$ cat src/rtl/seg_pkg.sv
// Shared types and constants for the seg_scan_mux display scanner.
// Segment and anode values are active-low throughout.
package seg_pkg;

  typedef enum logic [1:0] {
    BLANK1_PRE = 2'd0,
    SHOW1      = 2'd1,
    BLANK0_PRE = 2'd2,
    SHOW0      = 2'd3
  } scan_state_t;

  localparam logic [6:0] SEG_OFF  = 7'h7F;
  localparam logic [6:0] SEG_ZERO = 7'b1000000;
  localparam logic [1:0] AN_OFF   = 2'b11;
  localparam logic [1:0] AN_TENS  = 2'b01;
  localparam logic [1:0] AN_ONES  = 2'b10;

  function automatic logic is_blank(input scan_state_t s);
    return (s == BLANK1_PRE) || (s == BLANK0_PRE);
  endfunction

endpackage

$ cat src/rtl/seg_scan_mux_if.sv
// Display-side bundle of seg_scan_mux: scan enable, two digit patterns in,
// shared segment bus, digit enables and frame marker out.
interface seg_scan_mux_if;

  logic       en;
  logic [6:0] d1;
  logic [6:0] d2;
  logic [6:0] seg;
  logic [1:0] an;
  logic       frame_start;

  modport master (
    output en,
    output d1,
    output d2,
    input  seg,
    input  an,
    input  frame_start
  );

  modport slave (
    input  en,
    input  d1,
    input  d2,
    output seg,
    output an,
    output frame_start
  );

endinterface

$ cat src/rtl/seg_scan_mux_timer.sv
// scan_timer: phase counter shared by SHOW and BLANK phases; len_sel picks
// which length sets the terminal count, load returns the count to zero.
module scan_timer #(
  parameter int SHOW_CYCLES  = 50000,
  parameter int BLANK_CYCLES = 500,
  parameter int CNT_W        = 16
) (
  input  logic             clk,
  input  logic             reset,
  input  logic             step,
  input  logic             load,
  input  logic             len_sel,
  output logic [CNT_W-1:0] count,
  output logic             tc
);

  // A zero blank length is never selected, so its terminal value defaults to zero and is unused.
  localparam logic [CNT_W-1:0] SHOW_LAST  = CNT_W'(SHOW_CYCLES - 1);
  localparam logic [CNT_W-1:0] BLANK_LAST = CNT_W'((BLANK_CYCLES > 0) ? (BLANK_CYCLES - 1) : 0);

  assign tc = (count == (len_sel ? BLANK_LAST : SHOW_LAST));

  always_ff @(posedge clk or posedge reset) begin
    if (reset) begin
      count <= '0;
    end else if (load) begin
      count <= '0;
    end else if (step) begin
      count <= count + 1'b1;
    end
  end

endmodule

$ cat src/rtl/seg_scan_mux.sv
// seg_scan_mux: time-multiplexes two latched 7-segment digits onto one bus.
// Optional macro SEG_SCAN_LZB_EN darkens the tens slot when it shows a zero.
import seg_pkg::*;

module seg_scan_mux #(
  parameter int SHOW_CYCLES  = 50000,
  parameter int BLANK_CYCLES = 500,
  parameter int CNT_W        = 16
) (
  input  logic           clk,
  input  logic           reset,
  seg_scan_mux_if.slave  bus
);

  // Without blanking the frame starts at SHOW1, which is also where scanning begins.
  localparam scan_state_t FRAME_STATE =
    scan_state_t'((BLANK_CYCLES == 0) ? SHOW1 : BLANK1_PRE);
  localparam bit HAS_BLANK = (BLANK_CYCLES != 0);

  scan_state_t      state_q;
  scan_state_t      state_d;
  logic [CNT_W-1:0] count;
  logic             tc;
  logic             step;
  logic             load;
  logic             len_sel;
  logic             boundary;
  logic [6:0]       lat_d1_q;
  logic [6:0]       lat_d2_q;
  logic [6:0]       lat_d1_d;
  logic [6:0]       lat_d2_d;
  logic [6:0]       seg_d;
  logic [6:0]       seg_q;
  logic [1:0]       an_d;
  logic [1:0]       an_q;
  logic             fs_d;
  logic             fs_q;

  scan_timer #(
    .SHOW_CYCLES  (SHOW_CYCLES),
    .BLANK_CYCLES (BLANK_CYCLES),
    .CNT_W        (CNT_W)
  ) u_timer (
    .clk     (clk),
    .reset   (reset),
    .step    (step),
    .load    (load),
    .len_sel (len_sel),
    .count   (count),
    .tc      (tc)
  );

  always_ff @(posedge clk or posedge reset) begin
    if (reset) begin
      state_q <= FRAME_STATE;
    end else begin
      state_q <= state_d;
    end
  end

  // The freshly latched pattern feeds the output path directly so that a
  // frame boundary landing in SHOW1 shows the new digit on its first cycle.
  always_comb begin
    state_d  = state_q;
    step     = bus.en;
    load     = 1'b0;
    len_sel  = is_blank(state_q);
    boundary = bus.en && (state_q == FRAME_STATE) && (count == '0);
    lat_d1_d = boundary ? bus.d1 : lat_d1_q;
    lat_d2_d = boundary ? bus.d2 : lat_d2_q;
    seg_d    = SEG_OFF;
    an_d     = AN_OFF;
    fs_d     = boundary;

    if (bus.en) begin
      if (tc) begin
        load = 1'b1;
        case (state_q)
          BLANK1_PRE: state_d = SHOW1;
          SHOW1: begin
            if (HAS_BLANK) state_d = BLANK0_PRE;
            else           state_d = SHOW0;
          end
          BLANK0_PRE: state_d = SHOW0;
          SHOW0: begin
            if (HAS_BLANK) state_d = BLANK1_PRE;
            else           state_d = SHOW1;
          end
          default: state_d = FRAME_STATE;
        endcase
      end

      case (state_q)
        SHOW1: begin
          an_d  = AN_TENS;
          seg_d = lat_d1_d;
`ifdef SEG_SCAN_LZB_EN
          if (lat_d1_d == SEG_ZERO) begin
            an_d  = AN_OFF;
            seg_d = SEG_OFF;
          end
`endif
        end
        SHOW0: begin
          an_d  = AN_ONES;
          seg_d = lat_d2_d;
        end
        default: begin
          an_d  = AN_OFF;
          seg_d = SEG_OFF;
        end
      endcase
    end
  end

  // Pin registers reset asynchronously so a reset blanks the display at once.
  always_ff @(posedge clk or posedge reset) begin
    if (reset) begin
      lat_d1_q <= SEG_OFF;
      lat_d2_q <= SEG_OFF;
      seg_q    <= SEG_OFF;
      an_q     <= AN_OFF;
      fs_q     <= 1'b0;
    end else begin
      lat_d1_q <= lat_d1_d;
      lat_d2_q <= lat_d2_d;
      seg_q    <= seg_d;
      an_q     <= an_d;
      fs_q     <= fs_d;
    end
  end

  assign bus.seg         = seg_q;
  assign bus.an          = an_q;
  assign bus.frame_start = fs_q;

endmodule

$ cat src/flat_wrapper.sv
// flat-port wrapper written by rule: the top's interface ports become plain ports
module seg_scan_mux_flat 
#(
  parameter int SHOW_CYCLES  = 50000,
  parameter int BLANK_CYCLES = 500,
  parameter int CNT_W        = 16
)
  (clk, reset, bus_en, bus_d1, bus_d2, bus_seg, bus_an, bus_frame_start);
  seg_scan_mux_if bus_i ();
  input  logic clk;
  input  logic reset;
  input wire logic [$bits(bus_i.en)-1:0] bus_en;
  input wire logic [$bits(bus_i.d1)-1:0] bus_d1;
  input wire logic [$bits(bus_i.d2)-1:0] bus_d2;
  output wire logic [$bits(bus_i.seg)-1:0] bus_seg;
  output wire logic [$bits(bus_i.an)-1:0] bus_an;
  output wire logic [$bits(bus_i.frame_start)-1:0] bus_frame_start;
  assign bus_i.en = bus_en;
  assign bus_i.d1 = bus_d1;
  assign bus_i.d2 = bus_d2;
  assign bus_seg = bus_i.seg;
  assign bus_an = bus_i.an;
  assign bus_frame_start = bus_i.frame_start;
  seg_scan_mux #(.SHOW_CYCLES(SHOW_CYCLES), .BLANK_CYCLES(BLANK_CYCLES), .CNT_W(CNT_W)) u_core (.clk(clk), .reset(reset), .bus(bus_i));
endmodule
$ cat config.mk
export PLATFORM = sky130hd
export DESIGN_NAME = seg_scan_mux_flat
export DESIGN_NICKNAME = d
export VERILOG_FILES = /design/src/rtl/seg_pkg.sv /design/src/rtl/seg_scan_mux_if.sv /design/src/rtl/seg_scan_mux_timer.sv /design/src/rtl/seg_scan_mux.sv /design/src/flat_wrapper.sv
export SDC_FILE = /design/constraint.sdc
export NUM_CORES = 1
export LEC_CHECK = 0
export ABC_CLOCK_PERIOD_IN_PS = 4150
export CORE_UTILIZATION = 56
export DETAILED_ROUTE_END_ITERATION = 10
export PLACE_DENSITY = 0.81
export SETUP_SLACK_MARGIN = 0.15
export SYNTH_ARGS = -nofsm -noshare
export SYNTH_HDL_FRONTEND = slang
export SYNTH_SLANG_ARGS = --single-unit
$ cat constraint.sdc
create_clock -name clk -period 4.15 [get_ports clk]
set_clock_uncertainty 0.1 [all_clocks]
set_input_delay 0.6225 -clock clk [delete_from_list [all_inputs] [get_ports clk]]
set_output_delay 0.6225 -clock clk [all_outputs]
set_load 0.01 [all_outputs]
== Word level (Yosys, flattened, before mapping) ==
Cells that the tools add are included.
W data, S select, Z words.

* Logic and storage cells: 31
* Input bits: 17
* Output and inout port bits: 10
* Bits in registers: 42

* Add/sub/neg operators: 1
* Reduce and logical (&&, ||, !) cells: 7
* Equal/unequal tests: 4
* Mux-type cells: 12

{| class="wikitable"
|+ Operator list
! operator !! count
|-
| $mux W16 || 3
|-
| $mux W7 || 3
|-
| $add A16 B1 Y16 const B || 1
|-
| $eq A16 B16 Y1 || 1
|-
| $logic_not A16 Y1 || 1
|-
| $pmux W7 S2 || 1
|-
| $pmux W2 S4 || 1
|-
| $eq A2 B2 Y1 const B || 2
|-
| $pmux W2 S2 || 1
|-
| $eq A2 B1 Y1 const B || 1
|-
| $logic_and A1 B1 Y1 || 2
|-
| $logic_not A2 Y1 || 1
|-
| $mux W1 || 2
|-
| $mux W2 || 1
|-
| $reduce_and A2 Y1 || 1
|-
| $reduce_bool A2 Y1 || 1
|-
| $logic_or A1 B1 Y1 || 1
|}

== Depth between registers and ports, before layout ==
* Depth after elaboration: 7
* Depth in mapped cells: 8
* Mapped depth without buffers: 6

== Cells and area by module ==
From an unflattened synthesis, not the netlist that was laid out.

* Cell total of the unflattened synthesis: 193
* Area total of the unflattened synthesis: 2082.0 um^2

{| class="wikitable"
|+ By module, submodules not included
! module !! sequential area each (um^2) !! instances !! area an instance (um^2) !! cells each
|-
| seg_scan_mux || 679.4 || 1 || 1249.9 || 103
|-
| scan_timer || 400.4 || 1 || 832.0 || 90
|}

== Worst setup path after synthesis ==
No wires, ideal clock.

* Kind: flip-flop to flip-flop
* Start point: register u_core.u_timer.count[10]
* End point: register u_core.seg_q[5], in the netlist u_core.bus.seg[5]
* Path slack: 1.952 ns
* Cell stages (with the launch flop): 7
* Library setup time: 0.082 ns
* Required time: 3.968 ns
* Arrival time: 2.016 ns
* Clock period less this slack: 2.198 ns
* Buffers on the path: 1
* Cell sequence: dfrtp_1 > or4_4 > nor2_2 > and3_4 > buf_12 > mux2_2 > a211o_1

* Cells in the longest elaborated chain, start to end: 5
* Elaborated cells between the ends (all ways): 6

{| class="wikitable"
|+ Ends and longest elaborated chain
! what !! RTL line !! RTL
|-
| start: declaration || seg_scan_mux_timer.sv:13 || <nowiki>output logic [CNT_W-1:0] count,</nowiki>
|-
| start signal: assignment || seg_scan_mux_timer.sv:29 || <nowiki>count <= count + 1'b1;</nowiki>
|-
| $logic_not A16 Y1 || seg_scan_mux.sv:68 || <nowiki>boundary = bus.en && (state_q == FRAME_STATE) && (count == '0);</nowiki>
|-
| $logic_and A1 B1 Y1 || seg_scan_mux.sv:68 ||
|-
| $mux W7 || seg_scan_mux.sv:69 || <nowiki>lat_d1_d = boundary ? bus.d1 : lat_d1_q;</nowiki>
|-
| via u_core.lat_d1_d[5] || seg_scan_mux.sv:30 || <nowiki>logic [6:0] lat_d1_d;</nowiki>
|-
| $pmux W7 S2 || seg_scan_mux.sv:93 || <nowiki>case (state_q)</nowiki>
|-
| $mux W7 || seg_scan_mux.sv:75 || <nowiki>if (bus.en) begin</nowiki>
|-
| via u_core.seg_d[5] || seg_scan_mux.sv:32 || <nowiki>logic [6:0] seg_d;</nowiki>
|-
| end signal: assignment || seg_scan_mux.sv:127 || <nowiki>seg_q <= seg_d;</nowiki>
|-
| end: declaration || seg_scan_mux.sv:33 || <nowiki>logic [6:0] seg_q;</nowiki>
|}

The timed path passes the listed nets, and every way through them passes these cells.
A chain may end at the register's enable or synchronous reset.

== Worst setup path after layout ==
* Start point: input port bus_en
* End point: register u_core.seg_q[2], in the netlist u_core.bus.seg[2]

* Cells in the longest elaborated chain, start to end: 5
* Elaborated cells between the ends (all ways): 6

{| class="wikitable"
|+ Ends and longest elaborated chain
! what !! RTL line !! RTL
|-
| start: declaration || flat_wrapper.sv:12 || <nowiki>input wire logic [$bits(bus_i.en)-1:0] bus_en;</nowiki>
|-
| $logic_and A1 B1 Y1 (2 in a row) || seg_scan_mux.sv:68 ||
|-
| $mux W7 || seg_scan_mux.sv:69 ||
|-
| via u_core.lat_d1_d[2] || seg_scan_mux.sv:30 ||
|-
| $pmux W7 S2 || seg_scan_mux.sv:93 ||
|-
| $mux W7 || seg_scan_mux.sv:75 ||
|-
| via u_core.seg_d[2] || seg_scan_mux.sv:32 ||
|}

The timed path passes the listed nets, and every way through them passes these cells.

==> reports/metrics.csv <==
metric;value;unit
status;finished clean;
final worst-path setup slack;1.59;ns
max cap viols;0;
Placed Area;0.00234;mm^2
CP Capture Type;register;
Synth Register Bits;42;
Syn Inst Count;183;
Remaining DRCs;0;
worst-margin pin slew;1.00;ns
Internal Power;668;uW
Slew HR;33.2;%
ys flop type;dfstp_2;
Final Hold Fails;0;
Tot Pwr;919;uW
class of the tightest hold or removal check;register to register;
register area;0.00108;mm^2
core area;0.00344;mm^2
Worst-path clk slew;0.07;ns
Psw;251;uW
die area;0.00398;mm^2
TritonCTS Sinks;42;
DIE WIDTH;63.1;um
Max H-tree Level;2;
CTS root buf;clkbuf_8;
maximum buffer depth of the clock tree;2;
cts bufs inserted;5;
mapped cell area;0.00209;mm^2
Initial Util;60.7;%
final worst-path cycle share;61.6;%
antenna-violating nets left;0;
largest net degree at the start of global routing;30;
switching share of power;27.4;%
Port Buf Inserts;26;
RSZ-0062 raised after global routing;false;
Synth cell types;32;
area of the multi-input gates;903;um^2
Post-Route WL;3760;um
clock network latency to the later pin of the worst-skew pair;0.30;ns
pwr dens;376;mW/mm^2
Synth async-reset ratio;100;%
wire per inst;14.5;um
initial antenna violation count;0;
drt via density;5.49;
FMAX;391;MHz
EDFF count, synth;0;
Final TNS setup;0;ns
pre-CTS setup slack;1.29;ns
Synthesis Warnings;0;
Avg Cell Area, Syn;11.4;um^2
RePlAce Congestion;0.857;
GRT Util Overall;22.2;%
setup bufs post-CTS;0;
arrival time worst endpoint;2.68;ns
# setup viols final;0;
Comb pwr share;14.4;%
die height;63.1;um
I/O pin count;27;
CP Launch Type;input pin;
via count;1422;
register area share after synthesis;51.7;%
P&R area growth vs syn;17.1;%
ANT cells;0;
Initial DRC Count;53;
clock share of power;31.4;%
maximum fanout along the worst path;21;
crit path kind;input pin to register;
post-cts resize count;0;
leakage;0.00105;uW
min cycle time layout;2.56;ns
Slew Viols, Final;0;
Syn Nets;209;
vias in the first global route;1449;
nets@finish;238;
layout cells sized above 1;24.9;%
number of fill cells;251;
hold-fix buffers at CTS;0;
Pre-Repair DR Iteration Count;4;
grt ovf;0;
CP required;4.28;ns
peak supply drop;0.268;mV
Flop pwr share;54.1;%
HPWL reported at the end of detailed placement;2720;um
# rows;21;
Design Area, Final;0.00245;mm^2
CTS tree;done;
global-route wire length before repair;6620;um
==> worst max-delay path, cell delays in order <==
cell             delay [ns]
clkdlybuf4s50_1        0.68
and4_1                 0.28
and3_4                 0.40
mux2_2                 0.40
a211o_1                0.29
==> area by class of cell <==
type / instances / share of cell area (%)
sequential: 42 / 44.1
multi-input combinational: 128 / 36.9
timing repair buffer: 28 / 11.3
clock buffer: 6 / 3.84
tap: 46 / 2.35
inverter: 7 / 1.07
clock inverter: 2 / 0.409
==> layer usage <==
layer  track usage (%)  vias up  part of all wire, %
li1                  -      679                    -
met1              28.3      701                   45
met2              35.3       34                   50
met3              5.98        8                  3.9
met4              9.59        0                  1.7
met5                 0        -                    0
==> stage by stage <==
stage / utilization [%] / cells / hold WS [ns]
floorplan: - / 183 / 0.357
global placement: 68.0 / 251 / 0.375
detailed placement: 68.0 / 251 / 0.395
CTS: 71.1 / 259 / 0.413
global route: 71.1 / 259 / 0.448
finish: 71.1 / 259 / 0.414
==> cell families (layout without fill, tap and decap cells) <==
kind of cell    Yosys count  after routing  synth area share, %
compound gates           11             11                 3.95
xor+xnor                 15             15                 6.29
fa+ha+maj                 9              9                 5.39
buf+inv                  13             43                 5.03
flops                    42             42                 51.7
mux                      22             22                 11.4
simple gates             71             71                 16.2
==> cell usage after synthesis, types with 2 or more instances <==
cell type | instances | area [um^2]
nor2_1 | 21 | 78.8
xnor2_1 | 7 | 61.3
nor3_1 | 4 | 20.0
mux2i_1 | 7 | 70.1
inv_1 | 7 | 26.3
a211o_1 | 7 | 61.3
nand2_1 | 25 | 93.8
nand3_1 | 6 | 30.0
dfstp_2 | 23 | 604
or4_1 | 2 | 15.0
nand4_1 | 4 | 25.0
dfrtp_1 | 19 | 475
buf_12 | 2 | 40.0
xor2_1 | 8 | 70.1
ha_1 | 9 | 113
nor4_1 | 2 | 12.5
mux2_2 | 15 | 169
==> registers in the layout, summed over array words and instances (netlist names) <==
| signal | flops |
|---|---|
| u_core.u_timer.count | 16 |
| u_core.lat_d1_q | 7 |
| u_core.state_q | 2 |
| u_core.bus.an | 2 |
| u_core.bus.frame_start | 1 |
| u_core.lat_d2_q | 7 |
| u_core.bus.seg | 7 |
==> placed cells by master, fill, tap and decap left out, types with 4 or more instances in the layout <==
master	synthesis	layout
clkdlybuf4s50_1	0	26
nand2_1	25	25
dfstp_2	23	23
nor2_1	21	21
dfrtp_1	19	19
mux2_2	15	15
ha_1	9	9
xor2_1	8	8
inv_1	7	7
xnor2_1	7	7
mux2i_1	7	7
a211o_1	7	7
nand3_1	6	6
clkbuf_8	1	5
nor3_1	4	4
nand4_1	4	4
==> final timing paths <==
kind / slack (ns) / from / cells after the start / endpoint
worst max-delay path: 1.59 / bus_en / 5 / u_core.bus.seg[2]
worst min-delay path: 0.41 / u_core.u_timer.count[13] / 1 / u_core.u_timer.count[13]
worst max register to register: 1.71 / u_core.u_timer.count[10] / 5 / u_core.bus.seg[2]
worst min register to register: 0.41 / u_core.u_timer.count[13] / 1 / u_core.u_timer.count[13]
max in group asynchronous: 2.34 / reset / 3 / u_core.lat_d1_q[5]
min in group asynchronous: 0.77 / reset / 2 / u_core.state_q[1]
==> power by group through the flow <==
stage	Sequential (uW)	Combinational (uW)	Clock [uW]
2_1_floorplan	494	89.0	0
3_3_place_gp	500	126	0
3_5_place_dp	502	133	0
4_1_cts	496	134	296
5_1_grt	502	152	317
6_report	498	133	289
No activity file was read; power rests on OpenSTA's default activity.
